--- src/rtl/io_timer.sv ---
// Byte-wide memory-mapped 16-bit timer with prescaler, compare match, auto-reload
// and a coherent LO->HI counter read path through an 8-bit shadow register.
module io_timer #(
  parameter int PW = 8
) (
  input  logic       clk,
  input  logic       reset,
  input  logic [3:0] io_addr,
  input  logic       io_write,
  input  logic       io_read,
  input  logic [7:0] io_wdata,
  output logic [7:0] io_rdata,
  output logic       irq
);

  localparam logic [3:0] A_CNT_LO = 4'd0;
  localparam logic [3:0] A_CNT_HI = 4'd1;
  localparam logic [3:0] A_CMP_LO = 4'd2;
  localparam logic [3:0] A_CMP_HI = 4'd3;
  localparam logic [3:0] A_CTRL   = 4'd4;
  localparam logic [3:0] A_STATUS = 4'd5;

  logic [15:0]   cnt;
  logic [15:0]   cmp;
  logic [7:0]    staging;
  logic [7:0]    shadow;
  logic [PW-1:0] prescaler;
  logic [PW-1:0] ps_mask;
  logic          en, ie, ar, pend;
  logic [2:0]    ps;
  logic          tick, match;
  logic          wr_cnt_lo, wr_cnt_hi, wr_cmp_lo, wr_cmp_hi, wr_ctrl, wr_status;

  assign wr_cnt_lo = io_write && (io_addr == A_CNT_LO);
  assign wr_cnt_hi = io_write && (io_addr == A_CNT_HI);
  assign wr_cmp_lo = io_write && (io_addr == A_CMP_LO);
  assign wr_cmp_hi = io_write && (io_addr == A_CMP_HI);
  assign wr_ctrl   = io_write && (io_addr == A_CTRL);
  assign wr_status = io_write && (io_addr == A_STATUS);

  // PS values above PW naturally saturate to an all-ones mask of width PW.
  always_comb begin
    ps_mask = '0;
    for (int i = 0; i < PW; i++) ps_mask[i] = (i < int'(ps));
  end

  assign tick  = en && ((prescaler & ps_mask) == ps_mask);
  assign match = (cnt == cmp);

  always_ff @(posedge clk or posedge reset) begin
    if (reset) begin
      cnt       <= 16'h0000;
      cmp       <= 16'hFFFF;
      staging   <= 8'h00;
      shadow    <= 8'h00;
      prescaler <= '0;
      en        <= 1'b0;
      ie        <= 1'b0;
      ar        <= 1'b0;
      ps        <= 3'd0;
      pend      <= 1'b0;
    end else begin
      if (wr_cnt_lo) staging <= io_wdata;
      if (io_read && (io_addr == A_CNT_LO)) shadow <= cnt[15:8];

      // A CNT_HI write takes priority over any tick in the same cycle.
      if (wr_cnt_hi)  cnt <= {io_wdata, staging};
      else if (tick)  cnt <= (match && ar) ? 16'h0000 : cnt + 16'd1;

      if (wr_cnt_hi)  prescaler <= '0;
      else if (en)    prescaler <= prescaler + 1'b1;
      else            prescaler <= '0;

      if (wr_cmp_lo) cmp[7:0]  <= io_wdata;
      if (wr_cmp_hi) cmp[15:8] <= io_wdata;

      if (wr_ctrl) begin
        en <= io_wdata[0];
        ie <= io_wdata[1];
        ar <= io_wdata[2];
        ps <= io_wdata[5:3];
      end

      // A match tick beats a simultaneous software clear.
      if (tick && match)                pend <= 1'b1;
      else if (wr_status && io_wdata[0]) pend <= 1'b0;
    end
  end

  always_comb begin
    io_rdata = 8'h00;
    case (io_addr)
      A_CNT_LO: io_rdata = cnt[7:0];
      A_CNT_HI: io_rdata = shadow;
      A_CMP_LO: io_rdata = cmp[7:0];
      A_CMP_HI: io_rdata = cmp[15:8];
      A_CTRL:   io_rdata = {2'b00, ps, ar, ie, en};
      A_STATUS: io_rdata = {7'b0, pend};
      default:  io_rdata = 8'h00;
    endcase
  end

  assign irq = pend & ie;

endmodule
--- config.mk ---
export PLATFORM = sky130hd
export DESIGN_NAME = io_timer
export DESIGN_NICKNAME = d
export VERILOG_FILES = /design/src/rtl/io_timer.sv
export SDC_FILE = /design/constraint.sdc
export NUM_CORES = 1
export LEC_CHECK = 0
export BUFFER_PORTS_ARGS = -buffer_cell sky130_fd_sc_hd__clkbuf_2
export CAP_MARGIN = 20
export CORE_AREA = 5 5 113 88
export DETAILED_ROUTE_END_ITERATION = 16
export DIE_AREA = 0 0 118 93
export RECOVER_POWER = 50
export SYNTH_ARGS = -nofsm -noshare
export SYNTH_HDL_FRONTEND = slang
export SYNTH_SLANG_ARGS = --single-unit
--- constraint.sdc ---
create_clock -name clk -period 3.9 [get_ports clk]
set_clock_uncertainty 0.15 [all_clocks]
set_input_delay 0.78 -clock clk [delete_from_list [all_inputs] [get_ports clk]]
set_output_delay 0.78 -clock clk [all_outputs]
set_load 0.01 [all_outputs]
==> results.toml <==
[sta]
rsz0062_at_grt = "false"
hold_viol_final = 0
slew_viol_final = 1
finalSetupViolCount = 0
slew_headroom = -0.0002604
min_period_ns = 3.068
tightestPinTransition_ns = 1.499
layout_worst_path_cycle_share = 0.7866
fin_setup_tns_ns = 0
max_freq_mhz = 326.0

[synth]
syn_avg_cell_area_sq_um = 10.55
syn_inst = 322
synth-adder-area-share = 0.007364
synth_top_family_by_area = "multiplexers"
async_flop_share = 1.000
synth_flop_cell = "dfrtp_1"
synth_mux_area_frac = 0.1539
yosys_warnings = 0
yosysUniqueCellTypes = 45
synth_enable_flop_cells = 0
synth_fp_nets = 340
synthSimpleGateAreaFrac = 0.1406
synth_compound_gate_area_share = 0.1307
yosysSeqAreaShare = 0.4624
yosys_register_bits = 62
synth_xor_area_frac = 0.06406
synthesis.area_sq_mm = 0.003398

[cts]
cts_sinks = 62
cts_tree = "built"
hold_buffers = 0
cts.clk_slew.worst_paths_ns = 0.05
cts_setup_buffers = 0
cts_max_path_buffers = 2
cts-resized-gates = 0
cts-buffers-inserted = 9
cts-root-buf = "clkbuf_16"
clk_latency_ns = 0.33
cts_htree_levels = 3

[grt]
grt_max_degree = 39
grt_pass1_wl_mm = 15.01
antenna_found_initial = 0
overflow = 0
grt_usage = 0.1755
grt_pass1_vias = 2652

[floorplanning]
die_y_um = 93
die_area_sq_mm = 0.01097
start_util = 0.3869
core_area_sq_mm = 0.008783
ios = 25
rows = 30
die_w_um = 118

[setup_path]
critPathLaunchType = "input port"
reg2reg_depth = 7
cp_top_family = "simple AND/OR/NAND/NOR gates"
worst-r2r-setup-slack_ns = 1.62
critPathMaxFanout = 18
endpoint_kind = "primary output"
critical_path_buf_inv_count = 2
required_ns = 2.97
crit_chain = "clkbuf_2 > nor2_1 > and2_1 > a22oi_1 > o21ai_0 > clkbuf_2"
cpMostUsedCell = "clkbuf_2"
slowest_stage = "and2_1"
crit_type = "input port to primary output"
crit_arrival_ns = 2.14
slowest_delay_ns = 0.33
path_depth = 6

[pwr]
ir_drop_uv = 212.0
power.leakage_nw = 1.622
powerDensity_mw_per_mm2 = 621.3

[worst_hold_path]
hold_depth = 2
hold_path_class = "register to register"

[final_layout]
drive_gt1_frac = 0.2980
fin_cells = 461
area_growth_pct = 14.51
post-route-cell-area_sq_mm = 0.003891
utilization = 0.4430
nNetsFinal = 362
antenna_cells = 0

[run]
cap_violations = 1

[detailed_routing]
drt_iter0_drc = 277
vias = 2633
detail_route.wl_per_cell_um = 19.38
drtPass1Iterations = 5
finalWirelength_mm = 8.932
ant_nets = 0
viasPerCell = 5.711
drc = 0

[status]
status = "finished, violations left"
violations = "capacitance limit, slew limit"

[placed_design]
dp.cells = 445
gp_congestion = 0.8808
dp_hpwl_mm = 6.417
port_buffers = 24
dpl_cell_area_sq_mm = 0.003595
==> registers in the layout, indices dropped and copies added, names as in the netlist <==
register,cells
pend,1
cmp,16
en,1
shadow,8
ie,1
ps,3
cnt,16
staging,8
prescaler,7
ar,1
==> worst paths after layout <==
check / start / endpoint
min reg2reg: staging[3] / cnt[3]
min in group asynchronous: reset / staging[5]
max reg2reg: cnt[0] / cnt[14]
min: staging[3] / cnt[3]
max: io_addr[1] / io_rdata[2]
max in group asynchronous: reset / ie
==> logic make-up (layout without fill, tap and decap cells) <==
| family | after synthesis | count (layout) |
|---|---|---|
| AO/OA/AOI/OAI | 65 | 65 |
| flip-flops | 62 | 62 |
| adder cells (fa/ha/maj) | 2 | 2 |
| AND/OR/NAND/NOR | 95 | 95 |
| buffers and inverters | 29 | 56 |
| multiplexers | 45 | 45 |
| XOR/XNOR | 24 | 24 |
==> cell type report <==
cell class | count | area [sq um]
Timing Repair Buffer | 28 | 145.1
Fill cell | 849 | 4892
Clock buffer | 12 | 256.5
Tap cell | 112 | 140.1
Sequential cell | 62 | 1572
Inverter | 12 | 45.04
Multi-Input combinational cell | 231 | 1688
Clock inverter | 4 | 45.04
==> worst register-to-register path: cells and delay by family (launching register included) <==
kind                       cells  cell delay [ns]
adders and majority gates      1             0.25
xor gates and xnor gates       1             0.14
and+or+nand+nor                4             0.98
AOI/OAI and AO/OA              1             0.09
DFF                            1             0.53
==> synthesized netlist by cell type, types with 2 or more instances <==
master,instances,area share
nand3_1,21,0.031
nor2_1,26,0.029
xor2_1,4,0.010
mux4_2,2,0.013
nand4_1,9,0.017
o21ai_0,13,0.019
buf_6,2,0.0066
or3_1,2,0.0037
nand2_1,17,0.019
nor3_1,2,0.0029
o21ai_1,6,0.0088
and3_1,4,0.0074
a21oi_1,8,0.012
a31oi_1,7,0.013
mux2_2,38,0.13
and2_1,6,0.011
nor2b_1,2,0.0037
ha_1,2,0.0074
mux2i_1,5,0.015
a32oi_1,3,0.0077
inv_1,12,0.013
dfstp_2,16,0.12
clkbuf_1,7,0.0077
dfrtp_1,46,0.34
xnor2_1,19,0.049
buf_4,2,0.0044
buf_2,6,0.0088
a22oi_1,18,0.040
==> report_power, final <==
group	leakage, nW	total [W]	internal (W)	switching (W)
registers	0.758	0.00108	0.000846	0.000231
clock network	0.152	0.000802	0.000526	0.000276
logic	0.711	0.000539	0.000277	0.000262
total	1.62	0.00242	0.00165	0.000770
==> cell usage in the layout, fill, tap and decap left out, types with 12 or more instances in the layout <==
cell | netlist | layout
clkbuf_2 | 0 | 23
nand3_1 | 21 | 21
xnor2_1 | 19 | 19
o21ai_0 | 13 | 13
nor2_1 | 26 | 26
nand2_1 | 17 | 17
mux2_2 | 38 | 38
dfrtp_1 | 46 | 46
dfstp_2 | 16 | 16
inv_1 | 12 | 12
a22oi_1 | 18 | 18
==> metal layers <==
| layer | track usage | up-vias | share of wire |
|---|---|---|---|
| met2 | 0.2434 | 85 | 0.42 |
| met3 | 0.04897 | 13 | 0.060 |
| met5 | 0 | - | 0 |
| li1 | - | 1220 | - |
| met4 | 0.04871 | 0 | 0.014 |
| met1 | 0.2656 | 1315 | 0.50 |
==> stage by stage <==
stage	setup slack (ns)	hold WS [ns]	power, W
floorplan	1.171	0.2960	0.001458
CTS	0.8434	0.3404	0.002432
finish	0.8321	0.3367	0.002418
global placement	0.8981	0.3232	0.001602
detailed placement	0.8441	0.3273	0.001615
global route	0.4123	0.3660	0.002555
Power figures use the tool's default switching activity.
